### src/rtl/fighter_pkg.sv
// Shared types and defaults for the per-fighter pose sequencer.
package fighter_pkg;

   // Pose select to the sprite ROM / palette mux; encodings are fixed by the ROM layout.
   typedef enum logic [3:0] {
      STAND       = 4'd0,
      CROUCH      = 4'd1,
      JUMP        = 4'd2,
      KICK        = 4'd3,
      PUNCH       = 4'd4,
      BLOCK       = 4'd5,
      CROUCHPUNCH = 4'd6,
      DEAD        = 4'd7,
      STAND2      = 4'd8,
      MOVE        = 4'd9
   } pose_t;

   typedef enum logic [3:0] {
      StIdle,
      StMove,
      StCrouch,
      StJump,
      StPunch,
      StKick,
      StCpunch,
      StBlock,
      StDead
   } fsm_state_t;

   localparam int unsigned DefPunchFrames  = 12;
   localparam int unsigned DefKickFrames   = 16;
   localparam int unsigned DefCpunchFrames = 12;
   localparam int unsigned DefActiveStart  = 4;
   localparam int unsigned DefActiveEnd    = 7;
   localparam int unsigned DefJumpFrames   = 32;
   localparam int unsigned DefJumpStep     = 4;
   localparam int unsigned DefIdlePeriod   = 30;

   // Ground-level command decode; first match wins, both walk keys cancel out.
   function automatic fsm_state_t ground_eval(input logic jump, input logic kick,
                                              input logic punch, input logic block,
                                              input logic crouch, input logic move_l,
                                              input logic move_r);
      fsm_state_t res;
      if (jump)                 res = StJump;
      else if (kick)            res = StKick;
      else if (punch)           res = StPunch;
      else if (block)           res = StBlock;
      else if (crouch)          res = StCrouch;
      else if (move_l ^ move_r) res = StMove;
      else                      res = StIdle;
      return res;
   endfunction

   function automatic logic is_attack(input fsm_state_t s);
      return (s == StPunch) || (s == StKick) || (s == StCpunch);
   endfunction

endpackage

### src/rtl/fighter_pose_sequencer_if.sv
// Command/status bundle between game logic (master) and the pose sequencer (slave).
interface fighter_pose_sequencer_if;
   logic                frame_tick;
   logic                move_l;
   logic                move_r;
   logic                crouch;
   logic                jump;
   logic                punch;
   logic                kick;
   logic                block;
   logic                health_zero;
   logic                restart;
   fighter_pkg::pose_t  pose;
   logic [7:0]          jump_dy;
   logic                attack_active;
   logic                busy;

   modport master (
      output frame_tick, move_l, move_r, crouch, jump, punch, kick, block, health_zero, restart,
      input  pose, jump_dy, attack_active, busy
   );

   modport slave (
      input  frame_tick, move_l, move_r, crouch, jump, punch, kick, block, health_zero, restart,
      output pose, jump_dy, attack_active, busy
   );
endinterface

### src/rtl/jump_profile.sv
// Jump height generator: rises JUMP_STEP per tick for half the jump, then falls back to 0.
module jump_profile #(
   parameter int unsigned JUMP_FRAMES = 32,
   parameter int unsigned JUMP_STEP   = 4
) (
   input  logic       i_clk,
   input  logic       i_rst_n,
   input  logic       i_start,
   input  logic       i_step,
   input  logic       i_clear,
   output logic       o_done,
   output logic [7:0] o_dy
);
   localparam logic [7:0] Half = 8'(JUMP_FRAMES / 2);
   localparam logic [7:0] Last = 8'(JUMP_FRAMES - 1);
   localparam logic [7:0] Step = 8'(JUMP_STEP);

   logic [7:0] r_cnt;
   logic [7:0] r_dy;

   assign o_done = i_step && (r_cnt == Last);
   assign o_dy   = r_dy;

   // Height and frame count; start/clear both return to ground level.
   always_ff @(posedge i_clk) begin
      if (!i_rst_n || i_clear || i_start) begin
         r_cnt <= '0;
         r_dy  <= '0;
      end else if (i_step) begin
         r_dy  <= (r_cnt < Half) ? (r_dy + Step) : (r_dy - Step);
         r_cnt <= o_done ? '0 : (r_cnt + 8'd1);
      end
   end
endmodule

### src/rtl/fighter_pose_sequencer.sv
// Per-fighter pose FSM: turns commands and KO status into a registered pose per frame.
module fighter_pose_sequencer
   import fighter_pkg::*;
#(
   parameter int unsigned PUNCH_FRAMES  = DefPunchFrames,
   parameter int unsigned KICK_FRAMES   = DefKickFrames,
   parameter int unsigned CPUNCH_FRAMES = DefCpunchFrames,
   parameter int unsigned ACTIVE_START  = DefActiveStart,
   parameter int unsigned ACTIVE_END    = DefActiveEnd,
   parameter int unsigned JUMP_FRAMES   = DefJumpFrames,
   parameter int unsigned JUMP_STEP     = DefJumpStep,
   parameter int unsigned IDLE_PERIOD   = DefIdlePeriod
) (
   input logic                     Clk,
   input logic                     Reset_n,
   fighter_pose_sequencer_if.slave bus
);
   localparam logic [7:0] PunchLast  = 8'(PUNCH_FRAMES - 1);
   localparam logic [7:0] KickLast   = 8'(KICK_FRAMES - 1);
   localparam logic [7:0] CpunchLast = 8'(CPUNCH_FRAMES - 1);
   localparam logic [7:0] ActStart   = 8'(ACTIVE_START);
   localparam logic [7:0] ActEnd     = 8'(ACTIVE_END);
   localparam logic [7:0] IdleLast   = 8'(IDLE_PERIOD - 1);

   fsm_state_t r_state;
   pose_t      r_pose;
   logic [7:0] r_cnt;
   logic [7:0] r_idle_cnt;
   logic       r_attack_active;
   logic       r_busy;

   fsm_state_t w_next;
   pose_t      w_pose_d;
   logic [7:0] w_cnt_d;
   logic [7:0] w_idle_cnt_d;
   logic       w_entering;
   logic       w_jump_done;
   logic [7:0] w_jump_dy;

   jump_profile #(
      .JUMP_FRAMES (JUMP_FRAMES),
      .JUMP_STEP   (JUMP_STEP)
   ) u_jump_profile (
      .i_clk   (Clk),
      .i_rst_n (Reset_n),
      .i_start ((w_next == StJump) && (r_state != StJump)),
      .i_step  ((r_state == StJump) && bus.frame_tick && !bus.health_zero),
      .i_clear (bus.health_zero),
      .o_done  (w_jump_done),
      .o_dy    (w_jump_dy)
   );

   // Next state: tick-gated transitions, with KO/restart acting on any cycle.
   always_comb begin
      w_next = r_state;
      case (r_state)
         StIdle, StMove, StBlock: begin
            if (bus.frame_tick) begin
               w_next = ground_eval(bus.jump, bus.kick, bus.punch, bus.block, bus.crouch,
                                    bus.move_l, bus.move_r);
            end
         end
         StCrouch: begin
            if (bus.frame_tick) begin
               if (bus.punch) w_next = StCpunch;
               else if (!bus.crouch) begin
                  w_next = ground_eval(bus.jump, bus.kick, bus.punch, bus.block, bus.crouch,
                                       bus.move_l, bus.move_r);
               end
            end
         end
         StPunch:  if (bus.frame_tick && (r_cnt == PunchLast)) w_next = StIdle;
         StKick:   if (bus.frame_tick && (r_cnt == KickLast)) w_next = StIdle;
         StCpunch: begin
            if (bus.frame_tick && (r_cnt == CpunchLast)) begin
               w_next = bus.crouch ? StCrouch : StIdle;
            end
         end
         StJump:   if (w_jump_done) w_next = StIdle;
         StDead:   if (bus.restart) w_next = StIdle;
         default:  w_next = StIdle;
      endcase
      if (bus.health_zero) w_next = StDead;
   end

   // Pose and counters for the next state; counters are zero outside their own state.
   always_comb begin
      w_entering   = (w_next != r_state);
      w_pose_d     = STAND;
      w_cnt_d      = '0;
      w_idle_cnt_d = '0;
      case (w_next)
         StIdle: begin
            if (!w_entering) begin
               w_pose_d     = r_pose;
               w_idle_cnt_d = r_idle_cnt;
               if (bus.frame_tick) begin
                  if (r_idle_cnt == IdleLast) begin
                     w_idle_cnt_d = '0;
                     w_pose_d     = (r_pose == STAND2) ? STAND : STAND2;
                  end else begin
                     w_idle_cnt_d = r_idle_cnt + 8'd1;
                  end
               end
            end
         end
         StMove:   w_pose_d = MOVE;
         StCrouch: w_pose_d = CROUCH;
         StJump:   w_pose_d = JUMP;
         StBlock:  w_pose_d = BLOCK;
         StDead:   w_pose_d = DEAD;
         StPunch, StKick, StCpunch: begin
            w_pose_d = (w_next == StPunch) ? PUNCH : (w_next == StKick) ? KICK : CROUCHPUNCH;
            if (!w_entering) w_cnt_d = bus.frame_tick ? (r_cnt + 8'd1) : r_cnt;
         end
         default:  w_pose_d = STAND;
      endcase
   end

   // State and registered outputs.
   always_ff @(posedge Clk) begin
      if (!Reset_n) begin
         r_state         <= StIdle;
         r_pose          <= STAND;
         r_cnt           <= '0;
         r_idle_cnt      <= '0;
         r_attack_active <= 1'b0;
         r_busy          <= 1'b0;
      end else begin
         r_state         <= w_next;
         r_pose          <= w_pose_d;
         r_cnt           <= w_cnt_d;
         r_idle_cnt      <= w_idle_cnt_d;
         r_attack_active <= is_attack(w_next) && (w_cnt_d >= ActStart) && (w_cnt_d <= ActEnd);
         r_busy          <= is_attack(w_next) || (w_next == StJump);
      end
   end

   assign bus.pose          = r_pose;
   assign bus.jump_dy       = w_jump_dy;
   assign bus.attack_active = r_attack_active;
   assign bus.busy          = r_busy;
endmodule

### src/flat_wrapper.sv
// flat-port wrapper written by rule: the top's interface ports become plain ports
module fighter_pose_sequencer_flat import fighter_pkg::*;
#(
   parameter int unsigned PUNCH_FRAMES  = DefPunchFrames,
   parameter int unsigned KICK_FRAMES   = DefKickFrames,
   parameter int unsigned CPUNCH_FRAMES = DefCpunchFrames,
   parameter int unsigned ACTIVE_START  = DefActiveStart,
   parameter int unsigned ACTIVE_END    = DefActiveEnd,
   parameter int unsigned JUMP_FRAMES   = DefJumpFrames,
   parameter int unsigned JUMP_STEP     = DefJumpStep,
   parameter int unsigned IDLE_PERIOD   = DefIdlePeriod
)
  (Clk, Reset_n, bus_frame_tick, bus_move_l, bus_move_r, bus_crouch, bus_jump, bus_punch, bus_kick, bus_block, bus_health_zero, bus_restart, bus_pose, bus_jump_dy, bus_attack_active, bus_busy);
  fighter_pose_sequencer_if bus_i ();
  input logic Clk;
  input logic Reset_n;
  input wire logic [$bits(bus_i.frame_tick)-1:0] bus_frame_tick;
  input wire logic [$bits(bus_i.move_l)-1:0] bus_move_l;
  input wire logic [$bits(bus_i.move_r)-1:0] bus_move_r;
  input wire logic [$bits(bus_i.crouch)-1:0] bus_crouch;
  input wire logic [$bits(bus_i.jump)-1:0] bus_jump;
  input wire logic [$bits(bus_i.punch)-1:0] bus_punch;
  input wire logic [$bits(bus_i.kick)-1:0] bus_kick;
  input wire logic [$bits(bus_i.block)-1:0] bus_block;
  input wire logic [$bits(bus_i.health_zero)-1:0] bus_health_zero;
  input wire logic [$bits(bus_i.restart)-1:0] bus_restart;
  output wire logic [$bits(bus_i.pose)-1:0] bus_pose;
  output wire logic [$bits(bus_i.jump_dy)-1:0] bus_jump_dy;
  output wire logic [$bits(bus_i.attack_active)-1:0] bus_attack_active;
  output wire logic [$bits(bus_i.busy)-1:0] bus_busy;
  assign bus_i.frame_tick = bus_frame_tick;
  assign bus_i.move_l = bus_move_l;
  assign bus_i.move_r = bus_move_r;
  assign bus_i.crouch = bus_crouch;
  assign bus_i.jump = bus_jump;
  assign bus_i.punch = bus_punch;
  assign bus_i.kick = bus_kick;
  assign bus_i.block = bus_block;
  assign bus_i.health_zero = bus_health_zero;
  assign bus_i.restart = bus_restart;
  assign bus_pose = bus_i.pose;
  assign bus_jump_dy = bus_i.jump_dy;
  assign bus_attack_active = bus_i.attack_active;
  assign bus_busy = bus_i.busy;
  fighter_pose_sequencer #(.PUNCH_FRAMES(PUNCH_FRAMES), .KICK_FRAMES(KICK_FRAMES), .CPUNCH_FRAMES(CPUNCH_FRAMES), .ACTIVE_START(ACTIVE_START), .ACTIVE_END(ACTIVE_END), .JUMP_FRAMES(JUMP_FRAMES), .JUMP_STEP(JUMP_STEP), .IDLE_PERIOD(IDLE_PERIOD)) u_core (.Clk(Clk), .Reset_n(Reset_n), .bus(bus_i));
endmodule
### config.mk
export PLATFORM = sky130hd
export DESIGN_NAME = fighter_pose_sequencer_flat
export DESIGN_NICKNAME = d
export VERILOG_FILES = /design/src/rtl/fighter_pkg.sv /design/src/rtl/fighter_pose_sequencer_if.sv /design/src/rtl/jump_profile.sv /design/src/rtl/fighter_pose_sequencer.sv /design/src/flat_wrapper.sv
export SDC_FILE = /design/constraint.sdc
export NUM_CORES = 1
export LEC_CHECK = 0
export CORE_ASPECT_RATIO = 0.7
export CORE_MARGIN = 2
export CORE_UTILIZATION = 48
export CTS_BUF_LIST = sky130_fd_sc_hd__clkbuf_4
export CTS_CLUSTER_DIAMETER = 80
export CTS_CLUSTER_SIZE = 25
export DETAILED_ROUTE_END_ITERATION = 7
export GPL_ROUTABILITY_DRIVEN = 0
export PLACE_DENSITY = 0.72
export SYNTH_ARGS = -nofsm -noshare
export SYNTH_HDL_FRONTEND = slang
export SYNTH_SLANG_ARGS = --single-unit
### constraint.sdc
create_clock -name Clk -period 5.35 [get_ports Clk]
set_clock_uncertainty 0.2 [all_clocks]
set_input_delay 1.3375 -clock Clk [delete_from_list [all_inputs] [get_ports Clk]]
set_output_delay 1.3375 -clock Clk [all_outputs]
set_load 0.02 [all_outputs]
# --- Word level (Yosys, flattened, before mapping) ---
# Cells that the tools add are included.
totals:
  input_bits: 12
  ff_bits: 42
  elab_cells: 99
  out_inout_bits: 14
op_classes:
  magnitude_cmp: 3
  mux: 34
  eq_ne: 25
  bitwise_logic: 3
  n_addsub: 5
  reduce_logical: 21
op_table:
  columns: ["operator", "count"]
  rows:
  - ["2-to-1 mux 4 bit", 22]
  - ["case mux 4 bit (7 select lines)", 2]
  - ["2-to-1 mux 8 bit", 6]
  - ["== test 4 x 3 -> 1 bit (second input constant)", 8]
  - ["adder 8 x 1 -> 8 bit (second input constant)", 3]
  - ["== test 4 x 2 -> 1 bit (second input constant)", 4]
  - ["== test 8 x 4 -> 1 bit (second input constant)", 2]
  - ["== test 8 x 5 -> 1 bit (second input constant)", 2]
  - ["== test 4 bit (second input constant)", 3]
  - ["OR reduction 3 bit", 3]
  - ["adder 8 x 3 -> 8 bit (second input constant)", 1]
  - ["== test 4 x 1 -> 1 bit (second input constant)", 2]
  - ["greater-or-equal comparator 8 x 3 -> 1 bit (second input constant)", 1]
  - ["<= comparator 8 x 3 -> 1 bit (second input constant)", 1]
  - ["logical AND 1 bit", 8]
  - ["logical NOT 4 bit", 2]
  - ["less-than comparator 8 x 5 -> 1 bit (second input constant)", 1]
  - ["subtractor 8 x 3 -> 8 bit (second input constant)", 1]
  - ["2-to-1 mux 3 bit", 2]
  - ["logical OR 1 bit", 5]
  - ["inequality test 4 x 2 -> 1 bit (second input constant)", 1]
  - ["inequality test 4 bit", 1]
  - ["inequality test 3 x 1 -> 1 bit (second input constant)", 1]
  - ["inequality test 3 x 2 -> 1 bit (second input constant)", 1]
  - ["other kinds (6)", 8]

# --- Logic depth before layout (Yosys ltp) ---
depth:
  depth_word: 16
  depth_mapped: 10
  ltp_nobuf: 10

# --- By module ---
# From an unflattened synthesis, not the netlist that was laid out.
hier_totals:
  hier_cells: 280
  area_unflattened_um2: 2403.6
by_module_without_submodules:
  columns: ["module", "area_per_inst_um2", "seq_area_each_um2", "cells_each", "n_inst"]
  rows:
  - ["fighter_pose_sequencer", 1579.0, 520.5, 191, 1]
  - ["jump_profile", 824.5, 280.3, 89, 1]

# --- Worst setup path before layout ---
# OpenSTA, ideal clock, no wires.
synth_timing:
  path_type: "input to register"
  startpoint: "in bus_health_zero"
  endpoint: "reg u_core.r_pose[1], in the netlist u_core.bus.pose[1]"
  t_required_ps: 5063
  setup_time_ps: 87
  t_arrival_ps: 3307
  slack_ps: 1755
  cell_stages: 9
  path_buffers: 2
  cell_sequence: "nand2b_1 > nor4_1 > nor2_1 > o31a_1 > buf_2 > or4_1 > buf_6 > o22a_1 > o31ai_1"
synth_between:
  elab_chain_cells: 9
  elab_cells_between_ends: 23
  classes_between: "11 x eq/ne; 6 x mux; 6 x reduce/logical"
synth_lines:
  columns: ["element", "line_no", "text"]
  rows:
  - ["start, declared", "flat_wrapper.sv:25", "input wire logic [$bits(bus_i.health_zero)-1:0] bus_health_zero;"]
  - ["logical NOT 1 bit", "fighter_pose_sequencer.sv:47", ".i_step ((r_state == StJump) && bus.frame_tick && !bus.health_zero),"]
  - ["logical AND 1 bit", "fighter_pose_sequencer.sv:47", null]
  - ["logical AND 1 bit", "jump_profile.sv:21", "assign o_done = i_step && (r_cnt == Last);"]
  - ["2-to-1 mux 4 bit", "fighter_pose_sequencer.sv:79", "StJump: if (w_jump_done) w_next = StIdle;"]
  - ["case mux 4 bit (7 select lines)", "fighter_pose_sequencer.sv:56", "case (r_state)"]
  - ["2-to-1 mux 4 bit *", "fighter_pose_sequencer.sv:83", "if (bus.health_zero) w_next = StDead;"]
  - ["== test 4 x 3 -> 1 bit, or another cell as far along", "fighter_pose_sequencer.sv:92", "case (w_next)"]
  - ["OR reduction 3 bit, or another cell as far along", "fighter_pose_sequencer.sv:92", null]
  - ["case mux 4 bit (7 select lines) or AND reduction 2 bit (tied branches)", null, null]
  - ["end signal, assigned", "fighter_pose_sequencer.sv:131", "r_pose <= w_pose_d;"]
  - ["end, declared", "fighter_pose_sequencer.sv:26", "pose_t r_pose;"]
# Every way passes the cells marked *; elsewhere a longest branch is shown, timed or not.
# A chain may end at the register's enable or synchronous reset.

# --- Worst setup path after layout ---
layout_timing:
  startpoint: "in bus_frame_tick"
  endpoint: "reg u_core.r_pose[1], in the netlist u_core.bus.pose[1]"
layout_between:
  elab_chain_cells: 9
  elab_cells_between_ends: 30
  classes_between: "11 x eq/ne; 11 x mux; 8 x reduce/logical"
layout_lines:
  columns: ["element", "line_no", "text"]
  rows:
  - ["start, declared", "flat_wrapper.sv:17", "input wire logic [$bits(bus_i.frame_tick)-1:0] bus_frame_tick;"]
  - ["logical AND 1 bit (2 in series)", "fighter_pose_sequencer.sv:47", null]
  - ["logical AND 1 bit", "jump_profile.sv:21", null]
  - ["2-to-1 mux 4 bit", "fighter_pose_sequencer.sv:79", null]
  - ["case mux 4 bit (7 select lines)", "fighter_pose_sequencer.sv:56", null]
  - ["2-to-1 mux 4 bit", "fighter_pose_sequencer.sv:83", null]
  - ["== test 4 x 3 -> 1 bit, or another cell as far along", "fighter_pose_sequencer.sv:92", null]
  - ["OR reduction 3 bit, or another cell as far along", "fighter_pose_sequencer.sv:92", null]
  - ["case mux 4 bit (7 select lines) or AND reduction 2 bit (tied branches)", null, null]
# Several ways; a longest one is shown, not always the timed one.

==> summary.txt <==
Outcome
  • Result of the run: completed

Synthesis
  • Register bit count reported by yosys: 40
  • EDFF count, synth: 0
  • Yosys cell types: 57
  • Primary FF master, synth: sky130_fd_sc_hd__dfxtp_1
  • Average size of a mapped cell: 8.14 um2
  • Netlist Area Pre-Place: 2320 um2
  • Synth warnings: 0
  • Share of the yosys chip area belonging to registers: ~35%
  • Mapped Cells: around 290
  • Post-synth ARST share: 0%

GRT
  • Vias in the first global route: roughly 1.8k
  • Total track usage: roughly a fifth
  • Antenna violations before repair: 0
  • Largest net degree at the start of global routing: 15
  • Global-route congestion overflow total: 0
  • Wire length of the first global-routing pass: approximately 8600 um

Detailed routing
  • Post-Route WL: approximately 5000 um
  • DRC: 0
  • Detailed-router iteration count before antenna repair: 4
  • Final antenna-violating net count: 0
  • 1st-iter DRT viols: 150
  • Total via count after detailed routing: 2016
  • Via density per instance: approximately 5.5
  • Average wire length per cell after detail routing: about 13 um

Cells and area
  • Leading cell type in the layout, fill and taps excluded: sky130_fd_sc_hd__nor2_1
  • Fill cell instance count of the final layout: around 450
  • Total Nets Final: between 300 and 400
  • Diodes inserted: 0
  • Area grow syn2layout: 14.1%
  • Layout cell share with drive strength beyond 1: 6.51%
  • Commonest cells after routing, fill and taps aside: sky130_fd_sc_hd__nor2_1 (46), sky130_fd_sc_hd__dfxtp_1 (40), sky130_fd_sc_hd__clkdlybuf4s50_1 (23)

STA
  • Total negative setup slack: 0 ns
  • Setup violators final: 0
  • Maximum clock frequency: 0.235 GHz
  • Count of final max-slew check failures: 0
  • Final Cycle Share: about four fifths
  • Slack of the critical path: between 1 and 1.5 ns
  • Slew Limit Headroom: 50.1%
  • Tightest Pin Transition: 0.743 ns
  • Post-layout min period: 4.25 ns
  • Hold Vio Cnt, Final: 0
  • Unrepaired setup endpoints after global routing: false

Setup path
  • Critical path, cell by cell: clkdlybuf4s50_1 > nand2b_1 > nor4_1 > nor2_1 > o31a_1 > or4_1 > o22a_1 > o31ai_1
  • Crit-path max FO: 12
  • Delay-heaviest family, CP: simple AND/OR/NAND/NOR gates
  • Required time of the critical path: approximately 5.4 ns
  • Buf+Inv Stages, Crit Path: 1
  • Nature of the critical path startpoint: primary input
  • Delay of the slowest cell on the worst path: around 0.74 ns
  • Endpoint kind of the worst setup timing path: flip-flop
  • Critical path type: primary input to flip-flop
  • Critical Path Slowest Stage Cell: sky130_fd_sc_hd__or4_1
  • Crit path arrival time: 4.33 ns

CTS
  • CTS tree: done
  • Buffers from clock root to sink, at most: 2
  • Clock buffer count from CTS: 5
  • Clock Pin Slew Worst Setup and Hold Paths: approximately 0.13 ns
  • Deepest level of the CTS H-tree: 2
  • Count of hold-fix buffers inserted at cts: 0
  • Clk Latency, worst-skew pair: approximately 0.35 ns
  • Setup repair bufs after CTS: 0
  • TritonCTS sink count: 40
  • Number of instances resized during post-cts repair: 0
  • CTS Root Cell: sky130_fd_sc_hd__clkbuf_4

Pwr
  • Power per Cell Area: ~230 nW/um2
  • VDD IR max: between 100 and 150 uV
  • Leak Pwr: just under 0.001 uW

Floorplan
  • Placeable core area: ~4700 um2
  • Die ar.: between 5000 and 6000 um2
  • Standard-cell rows: 21
  • Effective utilization at floorplan: about half
  • Count of boundary I/O pins: 26
  • X dimension of the die: between 80 and 90 um
  • Height of the die: about 62 um

Run
  • Number of violations of the max-capacitance limit: 0

Placed design
  • Port-buffer cells: 23
  • Post-DP HPWL: around 3600 um
  • Post-Place Setup Slack: between 0.7 and 0.8 ns

Worst hold path
  • Worst Hold Class: flip-flop to flip-flop
-- cells in the mapped netlist, drive strengths merged, types with 3 or more instances --
library cell | count | area (um2)
a21o | 3 | 22.5
a21oi | 14 | 70.1
and3 | 4 | 26.3
buf | 10 | 65.1
dfxtp | 40 | 801
ha | 8 | 100
inv | 11 | 41.3
mux2i | 5 | 50.1
nand2 | 18 | 67.6
nand3 | 8 | 40.0
nand4 | 10 | 62.6
nor2 | 46 | 173
nor3 | 15 | 75.1
nor4 | 4 | 25.0
o21ai | 7 | 35.0
o31ai | 4 | 30.0
or2 | 7 | 43.8
xnor2 | 11 | 96.3
xor2 | 17 | 149
-- registers in the layout, summed over array words and instances (netlist names) --
signal and flops:
u_core.bus.attack_active 1, u_core.bus.busy 1, u_core.u_jump_profile.o_dy 6, u_core.bus.pose 4, u_core.r_idle_cnt 8, u_core.r_cnt 8
u_core.u_jump_profile.r_cnt 8, u_core.r_state 4
-- area by class of cell --
type	instances	area, um2	share of cell area, %
multi-input combinational	222	1410	53.1
tap	57	71.3	2.69
clock inverter	3	42.5	1.61
timing repair buffer	25	245	9.26
inverter	12	45.0	1.70
sequential	40	801	30.2
clock buffer	5	37.5	1.42
-- where the power goes --
part           internal [uW]  switching [uW]  leakage, uW  total, uW
clock                   97.7             107    0.0000428        204
combinational           36.2            45.9     0.000626       82.1
sequential               303            7.27     0.000324        311
total                    437             160     0.000992        597
-- worst reg2reg max path: cells and delay by family (launching register included) --
family	cells	cell delay [ns]
AO/OA/AOI/OAI	3	0.76
AND/OR/NAND/NOR	4	1.70
flip-flops	1	0.55
-- metrics by stage --
step                      std cells  total power, uW  utilization [%]  cell area [um2]  hold WS [ns]
after global placement          356              397             54.3             2570         0.287
after global routing            364              626             56.0             2650         0.349
after detailed placement        356              398             54.3             2570         0.281
final                           364              597             56.0             2650         0.312
after floorplan                 286              371                -             2320         0.272
after CTS                       364              602             56.0             2650         0.309
-- worst paths after layout --
kind | from | to | slack (ns) | depth (start not counted)
max | bus_frame_tick | u_core.bus.pose[1] | 1.10 | 8
min | u_core.bus.pose[2] | u_core.bus.pose[2] | 0.31 | 2
max reg2reg | u_core.r_state[0] | u_core.bus.pose[1] | 2.07 | 7
min reg2reg | u_core.bus.pose[2] | u_core.bus.pose[2] | 0.31 | 2
-- per-layer routing --
metal  track usage [%]  routed length, um
met5                 0                  0
met4              5.96                 83
met3              4.65                259
met2              25.0               1790
met1              31.8               2770
-- kinds of logic after synthesis --
group	count (synthesis)	share of synthesized area, %
AO/OA/AOI/OAI	50	14.7
XOR/XNOR	28	10.6
adder cells (fa/ha/maj)	9	5.18
buffers and inverters	24	5.07
flip-flops	40	34.5
multiplexers	5	2.16
other	1	0.162
AND/OR/NAND/NOR	128	27.7
(Power assumes the default switching activity.)
